### src/rtl/lfo_delay_modulator.sv
// lfo_delay_modulator
//   Triangle LFO that produces the signed extra-delay offset for the
//   chorus/flanger delay buffer. Each buffer completion strobe advances the
//   phase by rate_i. The next offset is then computed as T * depth / 32768
//   by a 14-cycle shift-add multiplier. The offset is held between updates.
//
// Ports
//   clk                      system clock
//   rst_n                    synchronous active-low reset
//   sampleDone_i             one-cycle strobe from the delay buffer
//   enable_i                 1 = LFO runs, 0 = offset forced to zero
//   rate_i     [ACC_WIDTH]   unsigned phase increment per sample
//   depth_i    [14]          unsigned peak offset in samples (clamped)
//   extraDelay_reg_o         signed offset to the delay buffer
//   extraDelayChanged_reg_o  one-cycle strobe, new offset valid
//   overrun_reg_o            sticky, sampleDone_i arrived while busy
module lfo_delay_modulator #(
  parameter int ACC_WIDTH   = 24,
  parameter int OUT_WIDTH   = 14,
  parameter int DEPTH_LIMIT = 8191
) (
  input  logic                        clk,
  input  logic                        rst_n,
  input  logic                        sampleDone_i,
  input  logic                        enable_i,
  input  logic [ACC_WIDTH-1:0]        rate_i,
  input  logic [13:0]                 depth_i,
  output logic signed [OUT_WIDTH-1:0] extraDelay_reg_o,
  output logic                        extraDelayChanged_reg_o,
  output logic                        overrun_reg_o
);

  localparam logic [1:0] S_IDLE   = 2'd0;
  localparam logic [1:0] S_LOAD   = 2'd1;
  localparam logic [1:0] S_MULT   = 2'd2;
  localparam logic [1:0] S_UPDATE = 2'd3;

  localparam logic [13:0] LIMIT = 14'(DEPTH_LIMIT);

  logic [1:0]                 r_state;
  logic [ACC_WIDTH-1:0]       r_phase;
  logic [13:0]                r_depth;
  logic signed [16:0]         r_t;
  logic signed [31:0]         r_acc;
  logic [3:0]                 r_bit;
  logic signed [OUT_WIDTH-1:0] r_out;
  logic                       r_chg;
  logic                       r_ovr;

  logic [13:0]        w_depth_clamped;
  logic [16:0]        w_p;
  logic [15:0]        w_u;
  logic signed [16:0] w_t;
  logic signed [31:0] w_addend;

  always_comb begin
    w_depth_clamped = (depth_i > LIMIT) ? LIMIT : depth_i;
    // Top 17 phase bits: the MSB selects the falling half, which mirrors
    // the ramp so the result is a symmetric triangle centred on zero.
    w_p = r_phase[ACC_WIDTH-1 -: 17];
    w_u = w_p[16] ? ~w_p[15:0] : w_p[15:0];
    w_t = $signed({1'b0, w_u} - 17'd32768);
    w_addend = r_depth[r_bit] ? ($signed({{15{r_t[16]}}, r_t}) <<< r_bit) : '0;
  end

  always_ff @(posedge clk) begin
    if (!rst_n) begin
      r_state <= S_IDLE;
      r_phase <= '0;
      r_depth <= '0;
      r_t     <= '0;
      r_acc   <= '0;
      r_bit   <= '0;
      r_out   <= '0;
      r_chg   <= 1'b0;
      r_ovr   <= 1'b0;
    end else begin
      r_chg <= 1'b0;
      if (sampleDone_i && (r_state != S_IDLE))
        r_ovr <= 1'b1;
      case (r_state)
        S_IDLE: begin
          if (sampleDone_i) begin
            if (enable_i) begin
              r_phase <= r_phase + rate_i;
              r_depth <= w_depth_clamped;
              r_state <= S_LOAD;
            end else begin
              r_phase <= '0;
              r_out   <= '0;
              r_chg   <= 1'b1;
            end
          end
        end
        S_LOAD: begin
          r_t     <= w_t;
          r_acc   <= '0;
          r_bit   <= '0;
          r_state <= S_MULT;
        end
        S_MULT: begin
          r_acc <= r_acc + w_addend;
          r_bit <= r_bit + 4'd1;
          if (r_bit == 4'd13)
            r_state <= S_UPDATE;
        end
        S_UPDATE: begin
          // Slice of acc starting at bit 15 is the floor of acc / 2^15.
          r_out   <= r_acc[OUT_WIDTH+14:15];
          r_chg   <= 1'b1;
          r_state <= S_IDLE;
        end
        default: r_state <= S_IDLE;
      endcase
    end
  end

  assign extraDelay_reg_o        = r_out;
  assign extraDelayChanged_reg_o = r_chg;
  assign overrun_reg_o           = r_ovr;

endmodule

### config.mk
export PLATFORM = sky130hd
export DESIGN_NAME = lfo_delay_modulator
export DESIGN_NICKNAME = d
export VERILOG_FILES = /design/src/rtl/lfo_delay_modulator.sv
export SDC_FILE = /design/constraint.sdc
export NUM_CORES = 1
export LEC_CHECK = 0
export BUFFER_PORTS_ARGS = -buffer_cell sky130_fd_sc_hd__buf_2
export CAP_MARGIN = 20
export CORE_ASPECT_RATIO = 0.5
export CORE_MARGIN = 2
export CORE_UTILIZATION = 50
export CTS_CLUSTER_DIAMETER = 150
export DETAILED_ROUTE_END_ITERATION = 10
export PLACE_DENSITY = 0.68
export SYNTH_ARGS = -nofsm -noshare
export SYNTH_HDL_FRONTEND = slang
export SYNTH_SLANG_ARGS = --single-unit
### constraint.sdc
create_clock -name clk -period 4.4 [get_ports clk]
set_clock_uncertainty 0.15 [all_clocks]
set_input_delay 0.88 -clock clk [delete_from_list [all_inputs] [get_ports clk]]
set_output_delay 0.88 -clock clk [all_outputs]
set_load 0.05 [all_outputs]
==> metrics.cfg, run 1 <==
[status]
status=completed

[layout]
multi_input_area_mm2=0.00480
nets=982
layout-drive-gt1-share=0.137
area_growth_pct=10.8
fin_area_mm2=0.00794
final-seq-area_mm2=0.00210
insertedDiodeCount=0
fillCellCount=1266

[clock_tree]
cts_buffers=9
cts_setup_buffers=0
root_buffer=clkbuf_16
numClockSinks=105
clk_pin_slew_ns=0.08
clk_path_buf_depth=2
clock_latency_ns=0.35
htreeDepth=3
cts_tree=yes

[detailed_routing]
wirelength_um=16800
final_antenna_net_count=0
drc=0
wl_per_cell_um=15.6
viasPerCell=5.69
first_pass_iters=5
dr_total_vias=6137
drt_first_iter_violations=342

[worst_hold_path]
min_path_type=flip-flop to flip-flop

[synth]
synth_area_mm2=0.00717
synth_fp_nets=943
synth_top_area_frac=0.293
ys_seq_area_frac=0.293
syn_avg_cell_area_um2=8.52
synth_top_flop_cell=dfxtp_1
async_flop_share=0
synth_edf_count=0
syn_inst=842
synth.top_cells.by_area=dfxtp_1, ha_1, nand2_1
synth_area_leader_cell=dfxtp_1
yosysWarningCount=0
synth_cell_type_count=65
synth_most_common_cell=dfxtp_1
yosys_register_bits=105
synthTopCellsByCount=dfxtp_1, nand2_1, ha_1

[timing]
fin_crit_sh=0.937
setup_viol=0
final_max_slew_viol_count=0
tightest_slew_ns=1.02
max_freq_mhz=243
rsz0062_at_grt=false
min_period_ns=4.12
finalHoldViolations=0
relSlewSlack=0.318
tns_ns=0

[power_and_ir_drop]
power_density_mw_per_mm2=392
p_total_w=0.00311
power.leakage_nw=3.37
peakVddDrop_mv=0.202

[floorplanning]
rows=30
core_mm2=0.0138
die_h_um=88.7
initial_utilization=0.521
dieWidth_um=173
dieArea_mm2=0.0154
ioPinCount=58

[global_route]
grt_max_degree=37
antenna_found_initial=0
grt_pass1_wl_um=27900
overflow=0
grt.total_usage=0.225
grt_pass1_vias=5642

[worst_setup_path]
end_kind=flip-flop
cp_data_required_time_ns=4.54
arrival_ns=4.26
criticalPathCategory=flip-flop to flip-flop
path_max_fanout=8
cp-start-kind=flip-flop

[place]
gp_congestion=0.890
hpwlAfterDp_um=12600
place_area_mm2=0.00763
port_buffers=57

[run]
maxCapViolCount=0

[registers in the layout, indices dropped and copies added (netlist names)]
register                 flops
r_acc                       29
r_state                      2
extraDelay_reg_o            14
overrun_reg_o                1
extraDelayChanged_reg_o      1
r_depth                     14
r_t                         16
r_bit                        4
r_phase                     24
[placed cells by master, fill, tap and decap left out, drive strengths merged, types with 7 or more instances in the layout]
| cell | n |
|---|---|
| clkbuf | 12 |
| inv | 26 |
| nor2b | 32 |
| dfxtp | 105 |
| nor2 | 52 |
| mux4 | 11 |
| o31ai | 7 |
| a211oi | 15 |
| ha | 57 |
| buf | 71 |
| a21oi | 53 |
| xor2 | 24 |
| o211a | 17 |
| nor3b | 15 |
| xnor2 | 35 |
| o21bai | 9 |
| nand3 | 15 |
| a31oi | 9 |
| a22oi | 22 |
| nand2 | 91 |
| mux2i | 20 |
| and3 | 10 |
| and2 | 11 |
| o21ai | 63 |
| nor3 | 19 |
| a21o | 18 |
[power by group]
part	switching (W)	leakage [nW]	internal [W]
sequential	0.000137	0.854	0.00107
clock	0.000382	0.151	0.000437
combinational	0.000635	2.36	0.000452
total	0.00115	3.37	0.00196
[area by class of cell]
| type | instances | area share |
|---|---|---|
| repair buffers | 71 | 0.0507 |
| clock inverters | 4 | 0.00425 |
| clock buffers | 12 | 0.0335 |
| well taps | 192 | 0.0302 |
| multi-input cells | 669 | 0.605 |
| flip-flops and latches | 105 | 0.265 |
| inverters | 25 | 0.0118 |
[final timing paths]
kind,to,from,slack [ns],cells past startpoint
worst min register to register,r_acc[6],r_acc[6],0.31,2
worst max-delay path,r_acc[28],r_bit[0],0.28,16
worst min-delay path,r_acc[6],r_acc[6],0.31,2
worst max register to register,r_acc[28],r_bit[0],0.28,16
[stage by stage]
step	hold slack, ns	util	std cells	worst slack, ns
2_1_floorplan	0.282	-	842	0.477
3_3_place_gp	0.295	0.554	1062	0.366
3_5_place_dp	0.303	0.554	1062	0.268
4_1_cts	0.318	0.576	1078	0.190
5_1_grt	0.336	0.577	1078	0.0699
6_report	0.312	0.577	1078	0.279
[logic make-up after synthesis]
| group | share of synthesized area |
|---|---|
| simple gates | 0.183 |
| compound gates | 0.240 |
| flops | 0.293 |
| buf+inv | 0.0375 |
| xor+xnor | 0.0721 |
| fa+ha+maj | 0.105 |
| mux | 0.0693 |
[timing repair]
action,4_1_cts,5_1_grt
setup endpoints to repair,0,1
resized for setup,0,4
hold buffers,0,0
[metal layers]
layer,GRT usage,vias up,share of wire
met5,0,-,0
met4,0.0616,0,0.014
met3,0.0387,19,0.051
met2,0.360,138,0.42
met1,0.318,2842,0.51
li1,-,3138,-
[critical path, stage by stage, from the launching register on]
cell,delay (ns)
dfxtp_2,0.41
mux4_2,0.54
o21ai_2,0.21
o21bai_4,0.19
and2_1,0.21
buf_4,0.17
a211oi_1,0.05
ha_1,0.38
a21o_1,0.25
a31o_2,0.23
nand3b_1,0.19
o31ai_2,0.26
o21ai_2,0.13
o221ai_2,0.17
xor2_1,0.10
or3_1,0.37
o21ai_2,0.06
(Power assumes the default switching activity.)
==> run 2: changes to the inputs <==
--- a/config.mk
+++ b/config.mk
@@ -5,6 +5,7 @@
 export SDC_FILE = /design/constraint.sdc
 export NUM_CORES = 1
 export LEC_CHECK = 0
+export ABC_AREA = 1
 export BUFFER_PORTS_ARGS = -buffer_cell sky130_fd_sc_hd__buf_2
 export CAP_MARGIN = 20
 export CORE_ASPECT_RATIO = 0.5
@@ -12,7 +13,7 @@
 export CORE_UTILIZATION = 50
 export CTS_CLUSTER_DIAMETER = 150
 export DETAILED_ROUTE_END_ITERATION = 10
-export PLACE_DENSITY = 0.68
+export PLACE_DENSITY = 0.64
 export SYNTH_ARGS = -nofsm -noshare
 export SYNTH_HDL_FRONTEND = slang
 export SYNTH_SLANG_ARGS = --single-unit
==> run 2 against run 1 <==
Register-to-register slack gained 0.76 ns. Sequential power decreased by 6%. Die area up 15%. Combinational power increased by 21%. Final cell count up 49%. Critical endpoint is now r_acc[24].
==> metrics.cfg, run 2 <==
[layout]
layout-drive-gt1-share=0.0961  ; -0.0405
final_common_cell=nand2_1
insertedDiodeCount=0  ; unchanged
fin_area_mm2=0.00902  ; +14%
largestRegisters=r_acc x29, r_phase x24, r_t x16
largest_reg_flops=29  ; unchanged
final_cell_mix=nand2_1, inv_1, a21oi_1
top_register=r_acc
area_growth_pct=8.77
nets=1480  ; +51%

[timing]
relSlewSlack=0.372  ; +0.0536
finalWorstSetupSlack_ns=1.04  ; +0.760 ns
tightest_slew_ns=0.940  ; -0.0826 ns
rsz0062_at_grt=false
max_freq_mhz=298  ; +23%
min_period_ns=3.36  ; -0.760 ns
tns_ns=0  ; unchanged
setup_viol=0  ; unchanged
final_max_slew_viol_count=0  ; unchanged
fin_crit_sh=0.764  ; -0.173
finalHoldViolations=0  ; unchanged

[worst_setup_path]
timing.critical_path.buf_inv=6  ; +5
timing.rr.start=r_bit[2]
critical-path-top-delay-family=simple AND/OR/NAND/NOR gates
critPathLaunch=r_bit[2]
cpMostUsedCell=nand2_1
path_max_fanout=20  ; +12
crit_chain=buf_4 > inv_2 > buf_4 > nand4_1 > inv_1 > ha_1 > inv_1 > fa_1 > inv_1 > nand3_1 > nand2_1 > nand3b_1 > nand3_2 > nand2_1 > nand2_1 > nand2_1 > nand2_1 > nand2_1 > nand3_1 > nand2_1
criticalPathCategory=flip-flop to flip-flop
critPathMaxStageDelay_ns=0.41  ; -0.13 ns
crit_path_top_delay_cell=fa_1
cp-start-kind=flip-flop
end_kind=flip-flop
arrival_ns=3.46  ; -0.80 ns
cp_data_required_time_ns=4.50  ; -0.04 ns

[global_route]
grt.total_usage=0.281  ; +0.0557
antenna_found_initial=0  ; unchanged
grt_pass1_vias=7938  ; +41%
overflow=0  ; unchanged
grt_pass1_wl_um=39000  ; +39%
grt_max_degree=69  ; +86%

[clock_tree]
cts_buffers=9  ; unchanged
numClockSinks=105  ; unchanged
cts_tree=yes
clock_latency_ns=0.36  ; about the same
clk_path_buf_depth=2  ; unchanged
root_buffer=clkbuf_16
cts_setup_buffers=0  ; unchanged
cts-resized-gates=0  ; unchanged
clk_pin_slew_ns=0.07  ; about the same
ctsHoldBuffers=0  ; unchanged
htreeDepth=3  ; unchanged

[power_and_ir_drop]
power_density_mw_per_mm2=361  ; -7.9%
peakVddDrop_mv=0.224  ; +11%
power.leakage_nw=4.37  ; +30%

[place]
hpwlAfterDp_um=18900  ; +50%
port_buffers=57  ; unchanged
place_ws_ns=1.10  ; +0.832 ns
place_area_mm2=0.00872  ; +14%
gp_congestion=0.985  ; +11%

[synth]
synth.top_cells.by_area=dfxtp_1, nand2_1, ha_1
synth_area_leader_cell=dfxtp_1
yosys_register_bits=105  ; unchanged
synthTopCellsByCount=nand2_1, inv_1, a21oi_1
ys_seq_area_frac=0.254  ; -0.0395
yosysWarningCount=0  ; unchanged
synth_top_flop_cell=dfxtp_1
synth_edf_count=0  ; unchanged
synth_most_common_cell=nand2_1
synth_cell_type_count=49  ; -25%
synth_area_mm2=0.00829  ; +16%
synth_fp_nets=1443  ; +53%
syn_avg_cell_area_um2=6.18  ; -27%
synth_top_area_frac=0.254  ; -0.0395
async_flop_share=0  ; unchanged
syn_inst=1342  ; +59%

[floorplanning]
core_mm2=0.0163  ; +18%
die_h_um=95.1  ; +7.2%
dieWidth_um=186  ; +7.3%
rows=33  ; +10%
dieArea_mm2=0.0177  ; +15%
ioPinCount=58  ; unchanged
initial_utilization=0.508  ; -0.0123

[detailed_routing]
first_pass_iters=5  ; unchanged
wirelength_um=24000  ; +43%
dr_total_vias=8569  ; +40%
drc=0  ; unchanged
wl_per_cell_um=14.9  ; -4.6%
final_antenna_net_count=0  ; unchanged
drt_first_iter_violations=502  ; +47%
viasPerCell=5.32  ; -6.6%

[run]
maxCapViolCount=0  ; unchanged

[worst_hold_path]
min_path_type=flip-flop to flip-flop
min-delay-start=r_acc[9]

[status]
status=completed

-- run 2: cells by family after synthesis --
kind of cell | share of synthesized area
xor gates and xnor gates | 0.0201
adders and majority gates | 0.0909
and+or+nand+nor | 0.334
DFF | 0.254
muxes | 0.00483
AOI/OAI and AO/OA | 0.195
buffers and inverters | 0.102
-- run 2: where the power goes --
part | total [W] | leakage [nW] | switching (W) | internal, W
sequential | 0.00114 | 0.853 | 0.0000753 | 0.00106
combinational | 0.00132 | 3.37 | 0.000912 | 0.000406
clock | 0.000804 | 0.145 | 0.000396 | 0.000408
-- run 2: per-stage QoR --
| stage | util | power [W] | cells | hold slack (ns) |
|---|---|---|---|---|
| finish | 0.553 | 0.00326 | 1611 | 0.320 |
| global route | 0.553 | 0.00352 | 1611 | 0.334 |
| CTS | 0.552 | 0.00327 | 1610 | 0.321 |
| detailed placement | 0.535 | 0.00245 | 1594 | 0.307 |
| global placement | 0.535 | 0.00243 | 1594 | 0.297 |
| floorplan | - | 0.00214 | 1342 | 0.285 |
-- run 2: worst paths after layout --
path                            slack (ns)  cells after the start   endpoint
worst min register to register        0.32                      2   r_acc[9]
worst min-delay path                  0.32                      2   r_acc[9]
worst max-delay path                  1.04                     20  r_acc[24]
worst max register to register        1.04                     20  r_acc[24]
-- run 2: worst min-delay path, stage by stage, from the launching register on --
cell     delay (ns)
dfxtp_1        0.32
nand2_1        0.06
o21ai_1        0.05
-- run 2: metal layers --
metal | GRT usage | vias to the layer above | wire length [µm]
li1 | - | 4482 | -
met1 | 0.379 | 3897 | 12000
met2 | 0.471 | 160 | 10600
met3 | 0.0405 | 30 | 948
met4 | 0.0801 | 0 | 488
met5 | 0 | - | 0
-- run 2: final cells by class --
type / instances / area [µm²]
clock inverters: 6 / 51.3
well taps: 227 / 284
clock buffers: 10 / 239
fillers: 1724 / 7290
flip-flops and latches: 105 / 2100
inverters: 163 / 613
multi-input cells: 1030 / 5350
repair buffers: 70 / 383
==> run 3: changes to the inputs <==
--- a/config.mk
+++ b/config.mk
@@ -13,7 +13,7 @@
 export CORE_UTILIZATION = 50
 export CTS_CLUSTER_DIAMETER = 150
 export DETAILED_ROUTE_END_ITERATION = 10
-export PLACE_DENSITY = 0.64
+export PLACE_DENSITY = 0.67
 export SYNTH_ARGS = -nofsm -noshare
 export SYNTH_HDL_FRONTEND = slang
 export SYNTH_SLANG_ARGS = --single-unit
==> constraint.sdc (replaced) <==
create_clock -name clk -period 2.9 [get_ports clk]
set_clock_uncertainty 0.15 [all_clocks]
set_input_delay 0.58 -clock clk [delete_from_list [all_inputs] [get_ports clk]]
set_output_delay 0.58 -clock clk [all_outputs]
set_load 0.05 [all_outputs]
==> run 3 against run 2 <==
The flow now finishes with violations (setup timing). Worst hold slack lost 0.0063 ns. Cell area rose by 25%. Wire length increased by 12%. Combinational power increased by 110%. Via count grew 9.1%. Final cell count is 6.3% higher. Largest power group unchanged.
==> metrics.cfg, run 3 (synthesis results as in run 2) <==
[layout]
insertedDiodeCount=0  ; unchanged
final_cell_mix=nand2_1, inv_1, dfxtp_1
largestRegisters=r_acc x29, r_phase x24, r_t x16
nets=1581  ; +6.8%
area_growth_pct=36.0
final_common_cell=nand2_1
layout-drive-gt1-share=0.325  ; +0.228
multi_input_area_mm2=0.00672  ; +26%
post-route-util=0.691  ; +0.139
top_register=r_acc
fillCellCount=1358  ; -21%
final-seq-area_mm2=0.00211  ; +0.18%
largest_reg_flops=29  ; unchanged

[detailed_routing]
wl_per_cell_um=15.6  ; +4.9%
first_pass_iters=9  ; +4
dr_total_vias=9352  ; +9.1%
drc=0  ; unchanged
wirelength_um=26700  ; +12%
viasPerCell=5.46  ; +2.7%
final_antenna_net_count=0  ; unchanged
drt_first_iter_violations=600  ; +20%

[worst_setup_path]
cp-start-kind=flip-flop
end_kind=flip-flop
arrival_ns=3.14  ; -0.32 ns
cp_data_required_time_ns=3.01  ; -1.49 ns
path_max_fanout=7  ; -65%
criticalPathCategory=flip-flop to flip-flop

[floorplanning]
rows=33  ; unchanged
dieArea_mm2=0.0177  ; unchanged
ioPinCount=58  ; unchanged
die_h_um=95.1  ; unchanged
dieWidth_um=186  ; unchanged
core_mm2=0.0163  ; unchanged
initial_utilization=0.508  ; unchanged

[place]
gp_congestion=0.934  ; -5.1%
port_buffers=57  ; unchanged
hpwlAfterDp_um=18900  ; -0.24%
place_ws_ns=-0.222  ; -1.32 ns

[power_and_ir_drop]
power.leakage_nw=5.28  ; +21%
p_total_w=0.00570  ; +75%
power_density_mw_per_mm2=505  ; +40%
peakVddDrop_mv=0.340  ; +52%

[global_route]
grt_pass1_wl_um=40200  ; +3.2%
antenna_found_initial=0  ; unchanged
grt_max_degree=69  ; unchanged
overflow=0  ; unchanged
grt_pass1_vias=8407  ; +5.9%
grt.total_usage=0.285  ; +0.00407

[timing]
rsz0062_at_grt=true
min_period_ns=3.03  ; -0.332 ns
tightest_slew_ns=0.909  ; -0.0308 ns
relSlewSlack=0.394  ; +0.0220
hold-worst-slack_ns=0.314  ; -0.00626 ns
setup_viol=9  ; +9
tns_ns=-0.425  ; -0.425 ns
finalHoldViolations=0  ; unchanged
finalWorstSetupSlack_ns=-0.128  ; -1.17 ns
final_max_slew_viol_count=0  ; unchanged
fin_crit_sh=1.04  ; +0.281
max_freq_mhz=330  ; +11%

[run]
maxCapViolCount=0  ; unchanged

[clock_tree]
root_buffer=clkbuf_16
htreeDepth=3  ; unchanged
numClockSinks=105  ; unchanged
clock_latency_ns=0.36  ; about the same
clk_pin_slew_ns=0.08  ; about the same
clk_path_buf_depth=2  ; unchanged
cts_tree=yes
cts_buffers=9  ; unchanged

[status]
violations=setup timing
status=finished, violations left

[worst_hold_path]
min_path_type=flip-flop to flip-flop

run 3: changes by cell type in the layout (fill, tap and decap cells not counted), sizes merged:
| cell | delta |
|---|---|
| clkbuf | +3 |
| clkinvlp | +1 |
| buf | +98 |
| inv | +1 |
| nand2 | +1 |
| clkinv | -3 |
run 3: area by class of cell:
| cell class | count | share of cell area |
|---|---|---|
| sequential | 105 | 0.187 |
| clock buffer | 11 | 0.0215 |
| timing repair buffer | 170 | 0.111 |
| inverter | 163 | 0.0557 |
| tap | 227 | 0.0252 |
| clock inverter | 5 | 0.00399 |
| multi-input combinational | 1031 | 0.595 |
run 3: worst paths after layout:
check / startpoint / to / slack [ns] / cells after the start
worst max register to register: r_bit[0] / r_acc[21] / -0.13 / 21
worst min register to register: r_depth[13] / r_depth[13] / 0.31 / 2
worst max-delay path: r_bit[0] / r_acc[21] / -0.13 / 21
worst min-delay path: r_depth[13] / r_depth[13] / 0.31 / 2
run 3: repair_timing:
item	CTS	global route
gates cloned	2	3
endpoints found under the setup margin	17	22
setup buffers	2	22
hold buffers	0	0
resized for setup	70	300
pin swaps	13	105
run 3: routing by layer:
metal  GRT usage  share of wire  vias to the layer above
met5           0              0                        -
met4      0.0630          0.022                        0
met3      0.0397          0.049                       52
met2       0.495           0.48                      282
met1       0.380           0.45                     4318
li1            -              -                     4700
run 3: report_power, final:
| part | internal (W) | switching, W | total, W |
|---|---|---|---|
| clock network | 0.000623 | 0.000618 | 0.00124 |
| registers | 0.00161 | 0.000130 | 0.00174 |
| logic | 0.00103 | 0.00169 | 0.00272 |
| total | 0.00326 | 0.00244 | 0.00570 |
run 3: critical path, stage by stage, from the launching register on:
cell and delay, ns:
dfxtp_4 0.42, buf_16 0.16, buf_4 0.13, o21ai_4 0.16, nand2_2 0.08, o21ai_4 0.08, o21ai_2 0.08, nand2_1 0.06
o21ai_1 0.07, nand2_2 0.08, inv_2 0.05, ha_4 0.29, buf_4 0.10, nand2_1 0.08, o21ai_1 0.31, inv_1 0.13
o21ai_0 0.11, nand2_1 0.11, nand3_1 0.08, nand2_1 0.07, nand3_2 0.06, nand2_1 0.05
run 3: through the flow:
step,std cells,cell area [µm²]
2_1_floorplan,1342,8290
3_3_place_gp,1667,9280
3_5_place_dp,1667,9280
4_1_cts,1687,9900
5_1_grt,1712,11300
6_report,1712,11300
